## config.mk

```make
export PLATFORM = sky130hd
export DESIGN_NAME = uart_rx_flat
export DESIGN_NICKNAME = d
export VERILOG_FILES = /design/src/rtl/uart_rx_if.sv /design/src/rtl/uart_rx.sv /design/src/flat_wrapper.sv
export SDC_FILE = /design/constraint.sdc
export NUM_CORES = 1
export LEC_CHECK = 0
export CAP_MARGIN = 20
export CORE_MARGIN = 8
export CORE_UTILIZATION = 50
export DETAILED_ROUTE_END_ITERATION = 7
export GPL_TIMING_DRIVEN = 0
export HOLD_SLACK_MARGIN = 0.08
export PLACE_DENSITY = 0.71
export SLEW_MARGIN = 15
export SYNTH_ARGS = -nofsm -noshare
export SYNTH_HDL_FRONTEND = slang
export SYNTH_SLANG_ARGS = --single-unit
```

## constraint.sdc

```tcl
create_clock -name clk -period 1.9 [get_ports clk]
set_input_delay 0.38 -clock clk [delete_from_list [all_inputs] [get_ports clk]]
set_output_delay 0.38 -clock clk [all_outputs]
set_load 0.1 [all_outputs]
```

## src/rtl/uart_rx_if.sv

```systemverilog
`default_nettype none
// ============================================================================
// Module      : uart_rx_if
// Description : Bundle of the UART receiver's line input and word/status
//               outputs.
//               master : receiver side (takes rx, drives data/status)
//               slave  : consumer side (drives rx, observes data/status)
//               Signals: rx (serial line, idle high), data (received word),
//               valid (one-cycle frame pulse), parity_err / frame_err
//               (qualified by valid), busy (frame in progress).
// Revision    : 1.0 - initial release
// ============================================================================
interface uart_rx_if #(
    parameter int DATA_BITS = 8
) ();
    logic                 rx;
    logic [DATA_BITS-1:0] data;
    logic                 valid;
    logic                 parity_err;
    logic                 frame_err;
    logic                 busy;

    modport master (
        input  rx,
        output data,
        output valid,
        output parity_err,
        output frame_err,
        output busy
    );

    modport slave (
        output rx,
        input  data,
        input  valid,
        input  parity_err,
        input  frame_err,
        input  busy
    );
endinterface
`default_nettype wire

```

## src/rtl/uart_rx.sv

```systemverilog
`default_nettype none
// ============================================================================
// Module      : uart_rx
// Description : Oversampling UART receiver. The line is synchronised,
//               each bit is the 2-of-3 majority around mid-bit, and a
//               completed frame delivers data plus error flags with a
//               one-cycle valid pulse.
//               Ports: clk (clock), rst (sync active-high reset),
//               bus (uart_rx_if.master: rx in; data, valid, parity_err,
//               frame_err, busy out).
// Revision    : 1.0 - initial release
// ============================================================================
module uart_rx #(
    parameter int CLKS_PER_BIT = 16,
    parameter int DATA_BITS    = 8,
    parameter int PARITY       = 0,
    parameter int MSB_FIRST    = 0
) (
    input  wire logic     clk,
    input  wire logic     rst,
    uart_rx_if.master     bus
);

    localparam int c_cnt_w = $clog2(CLKS_PER_BIT);
    localparam int c_half  = CLKS_PER_BIT / 2;

    localparam logic [c_cnt_w-1:0] c_cnt_max = c_cnt_w'(CLKS_PER_BIT - 1);
    localparam logic [c_cnt_w-1:0] c_samp0   = c_cnt_w'(c_half - 1);
    localparam logic [c_cnt_w-1:0] c_samp1   = c_cnt_w'(c_half);
    localparam logic [c_cnt_w-1:0] c_dec     = c_cnt_w'(c_half + 1);
    localparam logic [3:0]         c_last    = 4'(DATA_BITS - 1);

    localparam logic [2:0] c_st_idle  = 3'd0;
    localparam logic [2:0] c_st_start = 3'd1;
    localparam logic [2:0] c_st_data  = 3'd2;
    localparam logic [2:0] c_st_par   = 3'd3;
    localparam logic [2:0] c_st_stop  = 3'd4;

    logic [1:0]           r_sync;
    logic [1:0]           r_sync_vld;   // marks when r_sync holds real line samples
    logic [2:0]           r_state;
    logic [c_cnt_w-1:0]   r_cnt;
    logic [3:0]           r_bitidx;
    logic                 r_armed;
    logic                 r_samp0;
    logic                 r_samp1;
    logic                 r_par_bit;
    logic [DATA_BITS-1:0] r_shift;
    logic [DATA_BITS-1:0] r_data;
    logic                 r_valid;
    logic                 r_perr;
    logic                 r_ferr;
    logic                 r_busy;

    logic                 w_rxs;
    logic                 w_maj;
    logic                 w_dec;
    logic                 w_xor;
    logic                 w_par_err;
    logic [DATA_BITS-1:0] w_shift_next;

    assign w_rxs = r_sync[1];
    assign w_dec = (r_cnt == c_dec);
    assign w_maj = (r_samp0 & r_samp1) | (r_samp0 & w_rxs) | (r_samp1 & w_rxs);

    // XOR over data and received parity bit: odd wants 1, even wants 0.
    assign w_xor     = (^r_shift) ^ r_par_bit;
    assign w_par_err = (PARITY == 1) ? ~w_xor :
                       (PARITY == 2) ?  w_xor : 1'b0;

    generate
        if (MSB_FIRST != 0) begin : g_msb_first
            assign w_shift_next = {r_shift[DATA_BITS-2:0], w_maj};
        end else begin : g_lsb_first
            assign w_shift_next = {w_maj, r_shift[DATA_BITS-1:1]};
        end
    endgenerate

    always_ff @(posedge clk) begin
        if (rst) begin
            r_sync     <= 2'b11;
            r_sync_vld <= 2'b00;
            r_state    <= c_st_idle;
            r_cnt      <= '0;
            r_bitidx   <= '0;
            r_armed    <= 1'b0;
            r_samp0    <= 1'b1;
            r_samp1    <= 1'b1;
            r_par_bit  <= 1'b0;
            r_shift    <= '0;
            r_data     <= '0;
            r_valid    <= 1'b0;
            r_perr     <= 1'b0;
            r_ferr     <= 1'b0;
            r_busy     <= 1'b0;
        end else begin
            r_sync     <= {r_sync[0], bus.rx};
            r_sync_vld <= {r_sync_vld[0], 1'b1};
            r_valid    <= 1'b0;
            r_perr     <= 1'b0;
            r_ferr     <= 1'b0;

            // The reset value of the synchroniser must not arm the receiver,
            // otherwise a line stuck low from reset would start a frame.
            if (r_sync_vld[1] && w_rxs) begin
                r_armed <= 1'b1;
            end

            if (r_cnt == c_samp0) r_samp0 <= w_rxs;
            if (r_cnt == c_samp1) r_samp1 <= w_rxs;

            if (r_state != c_st_idle) begin
                r_cnt <= (r_cnt == c_cnt_max) ? '0 : r_cnt + 1'b1;
            end

            case (r_state)
                c_st_idle: begin
                    r_cnt <= '0;
                    if (r_armed && !w_rxs) begin
                        r_state <= c_st_start;
                        r_busy  <= 1'b1;
                    end
                end
                c_st_start: begin
                    if (w_dec) begin
                        if (w_maj) begin
                            r_state <= c_st_idle;
                            r_busy  <= 1'b0;
                            r_cnt   <= '0;
                        end else begin
                            r_state  <= c_st_data;
                            r_bitidx <= '0;
                        end
                    end
                end
                c_st_data: begin
                    if (w_dec) begin
                        r_shift <= w_shift_next;
                        if (r_bitidx == c_last) begin
                            r_state <= (PARITY != 0) ? c_st_par : c_st_stop;
                        end else begin
                            r_bitidx <= r_bitidx + 1'b1;
                        end
                    end
                end
                c_st_par: begin
                    if (w_dec) begin
                        r_par_bit <= w_maj;
                        r_state   <= c_st_stop;
                    end
                end
                c_st_stop: begin
                    // Leave at mid-stop-bit so a back-to-back start edge is seen.
                    if (w_dec) begin
                        r_state <= c_st_idle;
                        r_busy  <= 1'b0;
                        r_cnt   <= '0;
                        r_data  <= r_shift;
                        r_valid <= 1'b1;
                        r_ferr  <= ~w_maj;
                        r_perr  <= w_par_err;
                        // A low stop bit disarms: a held break yields one frame.
                        r_armed <= w_maj;
                    end
                end
                default: begin
                    r_state <= c_st_idle;
                    r_busy  <= 1'b0;
                    r_cnt   <= '0;
                end
            endcase
        end
    end

    assign bus.data       = r_data;
    assign bus.valid      = r_valid;
    assign bus.parity_err = r_perr;
    assign bus.frame_err  = r_ferr;
    assign bus.busy       = r_busy;

endmodule
`default_nettype wire
```

## src/flat_wrapper.sv

```systemverilog
// flat-port wrapper written by rule: the top's interface ports become plain ports
module uart_rx_flat 
#(
    parameter int CLKS_PER_BIT = 16,
    parameter int DATA_BITS    = 8,
    parameter int PARITY       = 0,
    parameter int MSB_FIRST    = 0
)
  (clk, rst, bus_rx, bus_data, bus_valid, bus_parity_err, bus_frame_err, bus_busy);
  uart_rx_if #(.DATA_BITS(DATA_BITS)) bus_i ();
  input  wire logic clk;
  input  wire logic rst;
  input wire logic [$bits(bus_i.rx)-1:0] bus_rx;
  output wire logic [$bits(bus_i.data)-1:0] bus_data;
  output wire logic [$bits(bus_i.valid)-1:0] bus_valid;
  output wire logic [$bits(bus_i.parity_err)-1:0] bus_parity_err;
  output wire logic [$bits(bus_i.frame_err)-1:0] bus_frame_err;
  output wire logic [$bits(bus_i.busy)-1:0] bus_busy;
  assign bus_i.rx = bus_rx;
  assign bus_data = bus_i.data;
  assign bus_valid = bus_i.valid;
  assign bus_parity_err = bus_i.parity_err;
  assign bus_frame_err = bus_i.frame_err;
  assign bus_busy = bus_i.busy;
  uart_rx #(.CLKS_PER_BIT(CLKS_PER_BIT), .DATA_BITS(DATA_BITS), .PARITY(PARITY), .MSB_FIRST(MSB_FIRST)) u_core (.clk(clk), .rst(rst), .bus(bus_i));
endmodule
```

# After elaboration in Yosys (flattened, before gate mapping)
# Cells that the tools add are included.
word_totals:
  reg_bits: 37
  output_inout_bits: 12
classes:
  addsub: 2
  eq_ne: 18
  n_mux: 29
  bitwise_logic: 9
  reduce_logical: 14
ops:
  columns: ["cell", "count"]
  rows:
  - ["two-way mux 4 bit", 9]
  - ["two-way mux 3 bit", 6]
  - ["one-hot mux 3 bit (5 select lines)", 1]
  - ["inequality test 2 x 1 -> 1 bit (second input constant)", 7]
  - ["== test 4 bit (second input constant)", 3]
  - ["one-hot mux 4 bit (3 select lines)", 1]
  - ["AND reduction 5 bit", 2]
  - ["two-way mux 1 bit", 9]
  - ["adder 4 x 1 -> 4 bit (second input constant)", 2]
  - ["== test 4 x 3 -> 1 bit (second input constant)", 2]
  - ["one-hot mux 4 bit (2 select lines)", 1]
  - ["== test 3 x 2 -> 1 bit (second input constant)", 2]
  - ["AND reduction 6 bit", 1]
  - ["inequality test 2 bit (second input constant)", 2]
  - ["inverter 1 bit", 4]
  - ["one-hot mux 1 bit (4 select lines)", 1]
  - ["AND reduction 2 bit", 2]
  - ["OR reduction 2 bit", 2]
  - ["bitwise AND 1 bit", 3]
  - ["== test 3 x 1 -> 1 bit (second input constant)", 1]
  - ["== test 3 bit (second input constant)", 1]
  - ["logical NOT 3 bit", 1]
  - ["nonzero test 3 bit", 1]
  - ["OR reduction 3 bit", 1]
  - ["other kinds (5)", 7]

# Logic depth before layout (Yosys ltp)
depth:
  depth_word: 6
  ltp_mapped: 8
  mapped_depth_nobuf: 6

# Worst setup path after synthesis
# OpenSTA, ideal clock, no wires.
synth_timing:
  path_kind: "reg2reg"
  startpoint: "reg u_core.r_cnt[1]"
  endpoint: "reg u_core.r_state[1]"
  setup_ns: 0.123
  t_arrival_ns: 1.458
  slack_ns: 0.319
  path_stages_with_launch: 7
  n_path_buf: 0
  period_less_slack_ns: 1.581
  path_cell_list: "dfxtp_1 inv_1 ha_1 nand3b_2 nor2_2 o311ai_4 mux2_1"
synth_via:
  elab_chain_len: 3
  word_cells_on_any_way: 6
  cone_classes: "5 x eq/ne; 1 x reduce/logical"
synth_rtl:
  columns: ["item", "line", "source"]
  rows:
  - ["start, declared", "uart_rx.sv:42", "logic [c_cnt_w-1:0] r_cnt;"]
  - ["start signal, assigned", "uart_rx.sv:113", "r_cnt <= (r_cnt == c_cnt_max) ? '0 : r_cnt + 1'b1;"]
  - ["== test 4 bit *", "uart_rx.sv:63", "assign w_dec = (r_cnt == c_dec);"]
  - ["inequality test 2 x 1 -> 1 bit (no source line)", null, null]
  - ["AND reduction 6 bit (no source line) *", null, null]
  - ["end signal, assigned", "uart_rx.sv:83", "r_state <= c_st_idle;"]
  - ["end signal, assigned", "uart_rx.sv:120", "r_state <= c_st_start;"]
  - ["end signal, assigned", "uart_rx.sv:127", "r_state <= c_st_idle;"]
  - ["end, declared", "uart_rx.sv:41", "logic [2:0] r_state;"]
# Every way passes the cells marked *; elsewhere a longest branch is shown, timed or not.
# A chain may end at the register's enable or synchronous reset.

# Worst setup path in the final report
# Ends and elaborated chain as after synthesis.

==> results.txt <==
Run status: finished, final reports clean
Largest net degree at the start of global routing: 13
Footprint of the multi-input gates: 838 um2
Global route total overflow: 0
Syn avg cell area: 8.58 um2
Cell Pwr Density: 673 nW/um2
Initial core utilization: 50.5%
Worst EP arrival: 2.02 ns
Mapped Cells: 192
Total CTS buffers: 5
Seq/Total Area, Yosys: 45.0%
Worst Reg2Reg Path Length in Cells: 6
Routed Antenna Nets: 0
GRT Total Usage: 13.6%
Share of cells above drive strength 1: 18.8%
Clk_skew: 0.0136 ns
Slew Viols, Final: 0
Worst VDD drop: 0.000392 V
Clk_lat worst skew: 0.35 ns
CP required: 2.13 ns
Post-synth top area cell: dfxtp_1
Fin. Hold Viols: 0
Storage element area: 741 um2
RSZ-0062 raised after global routing: no
Vias in the first global route: 1,307
Setup Buffers After CTS: 0
Slew Limit Headroom: 63.7%
Lkg Pwr: 0.000666 uW
Worst hold path class: register to register
CTS root buffer: clkbuf_4
I/O pins: 15
Sink Count: 37
Register bit total from synthesis: 37
Post-synth top flop: dfxtp_1
Drt initial violations: 64
Worst Hold Depth: 1
Synth Warn #: 0
Fillers: 317
Period utilisation layout: 93.9%
Antenna violations before repair: 0
CTS tree: done
N_diodes: 0
TritonRoute pass-1 iters: 4
CP Max Fanout: 7
CTS HTree Levels: 2
Routed len/inst: 12.8 um
Synth Net Count: 199
Placed Cells: 251
Die Area: 5390 um2
Vias per cell: 5.27
Final wirelength: 3320 um
Post-CTS Hold Buffers: 0
Syn-to-layout area delta: 15.4%
Netlist cell types: 49
Synth top area share: 45.0%
Hold slack: 0.421 ns
Post-synth ARST share: 0%
Post-synth EDFFs: 0
Die height: 73.4 um
PortBufs: 13
Max clock buf depth: 2
Worst setup path class: register to register
Post-DP HPWL: 2390 um
Core ar.: 3260 um2
First-pass GRT wire length: 5710 um
Post-synth design cell area: 1650 um2
Endpoints failing setup: 0
Row Count: 21
Vias: 1,366
Crit. End Element: register
Final #Nets: 219
Achievable Freq: 0.561 GHz
Clock-pin slew on the worst setup and hold paths: 0.11 ns
CP Launch Type: register
Max-cap violation count: 0
Routability cong.: 0.885
Finished Layout Cells: 259
Ranking of synthesized cells by area: dfxtp_1, nand2_1, a21oi_1
Residual DRC: 0
Die Wd: 73.4 um
Worst-margin pin slew: 0.548 ns
Min Tclk post-route: 1.78 ns
area by class of cell:
| class | instances | share of cell area [%] |
|---|---|---|
| Timing Repair Buffer | 13 | 6.91 |
| Inverter | 6 | 1.18 |
| Multi-Input combinational cell | 141 | 44.1 |
| Clock inverter | 2 | 0.724 |
| Tap cell | 46 | 3.03 |
| Buffer | 8 | 2.37 |
| Clock buffer | 6 | 2.70 |
| Sequential cell | 37 | 39.0 |
Yosys cell counts (all sizes together), types with 2 or more instances:
master  count
or2         2
o21ai       5
ha          4
and2        2
nor3        3
or3         4
and3b       2
nor3b       2
clkbuf      3
o22ai       2
nand2b      2
and3        2
nor2       11
nand2      43
a21oi      25
o211ai      3
inv         6
nand3b      2
dfxtp      37
a311oi      2
o311ai      2
nor2b       3
buf         5
nand3       6
nand4       2
where the power goes:
part / internal, uW / switching [uW]
clock network: 180 / 265
registers: 782 / 3.73
logic: 14.7 / 32.7
placed cells by master, fill, tap and decap left out, types with 2 or more instances in the layout:
cell type        instances
nand2_1                 43
dfxtp_1                 37
a21oi_1                 25
clkdlybuf4s15_2          9
nor2_1                   7
inv_1                    6
nand3_1                  5
clkbuf_4                 5
o21ai_0                  4
ha_1                     4
clkbuf_1                 3
nor2_2                   3
buf_2                    3
o211ai_1                 3
nor2b_1                  3
or3_1                    3
nor3_1                   3
and3b_1                  2
a311oi_1                 2
or2_2                    2
and3_1                   2
o22ai_1                  2
nand4_1                  2
clkdlybuf4s50_1          2
clkbuf_2                 2
registers in the layout, summed over array words and instances (netlist names):
signal,flops
u_core.bus.valid,1
u_core.r_cnt,4
u_core.r_shift,8
u_core.r_state,3
u_core.bus.busy,1
u_core.r_armed,1
u_core.r_bitidx,4
u_core.r_sync,2
u_core.r_samp0,1
u_core.r_samp1,1
u_core.r_sync_vld,2
u_core.bus.frame_err,1
u_core.bus.data,8
routing by layer:
metal	track usage, %	vias up	share of wire [%]
met5	0	-	0
met3	4.91	8	5.6
li1	-	704	-
met4	6.65	0	2.8
met1	14.3	632	44
met2	23.2	22	48
worst paths after layout:
| path | from | endpoint | slack (ns) |
|---|---|---|---|
| worst max-delay path | u_core.r_cnt[1] | u_core.r_state[1] | 0.12 |
| worst min-delay path | u_core.r_sync[0] | u_core.r_sync[1] | 0.42 |
| worst max register to register | u_core.r_cnt[1] | u_core.r_state[1] | 0.12 |
| worst min register to register | u_core.r_sync[0] | u_core.r_sync[1] | 0.42 |
cells by family after synthesis:
family / Yosys count / synth area share, %
other cells: 1 / 0.228
buf+inv: 14 / 4.10
xor+xnor: 1 / 0.532
compound gates: 44 / 17.0
flops: 37 / 45.0
mux: 1 / 0.684
fa+ha+maj: 5 / 3.72
simple gates: 89 / 28.7
critical path: stages (launching register included):
cell and delay [ns]:
dfxtp_1 0.40, inv_1 0.09, ha_1 0.20, nand3b_2 0.21, nor2_2 0.09, o311ai_4 0.34, mux2_1 0.35
metrics by stage:
stage               setup TNS, ns  area, um2  util (%)  setup WS (ns)  power (uW)
finish                          0       1900      58.3          0.116        1280
global route                    0       1900      58.3         0.0224        1330
global placement           -0.729       1830      56.3        -0.0886         850
CTS                             0       1910      58.6         0.0177        1290
detailed placement         -0.867       1830      56.3        -0.0992         851
floorplan                       0       1650         -          0.319         837
timing repair:
action	4_1_cts	5_1_grt
pin swaps	0	0
resized for setup	31	2
endpoints found under the setup margin	11	2
Note: power is estimated with default switching activity, not from simulation.
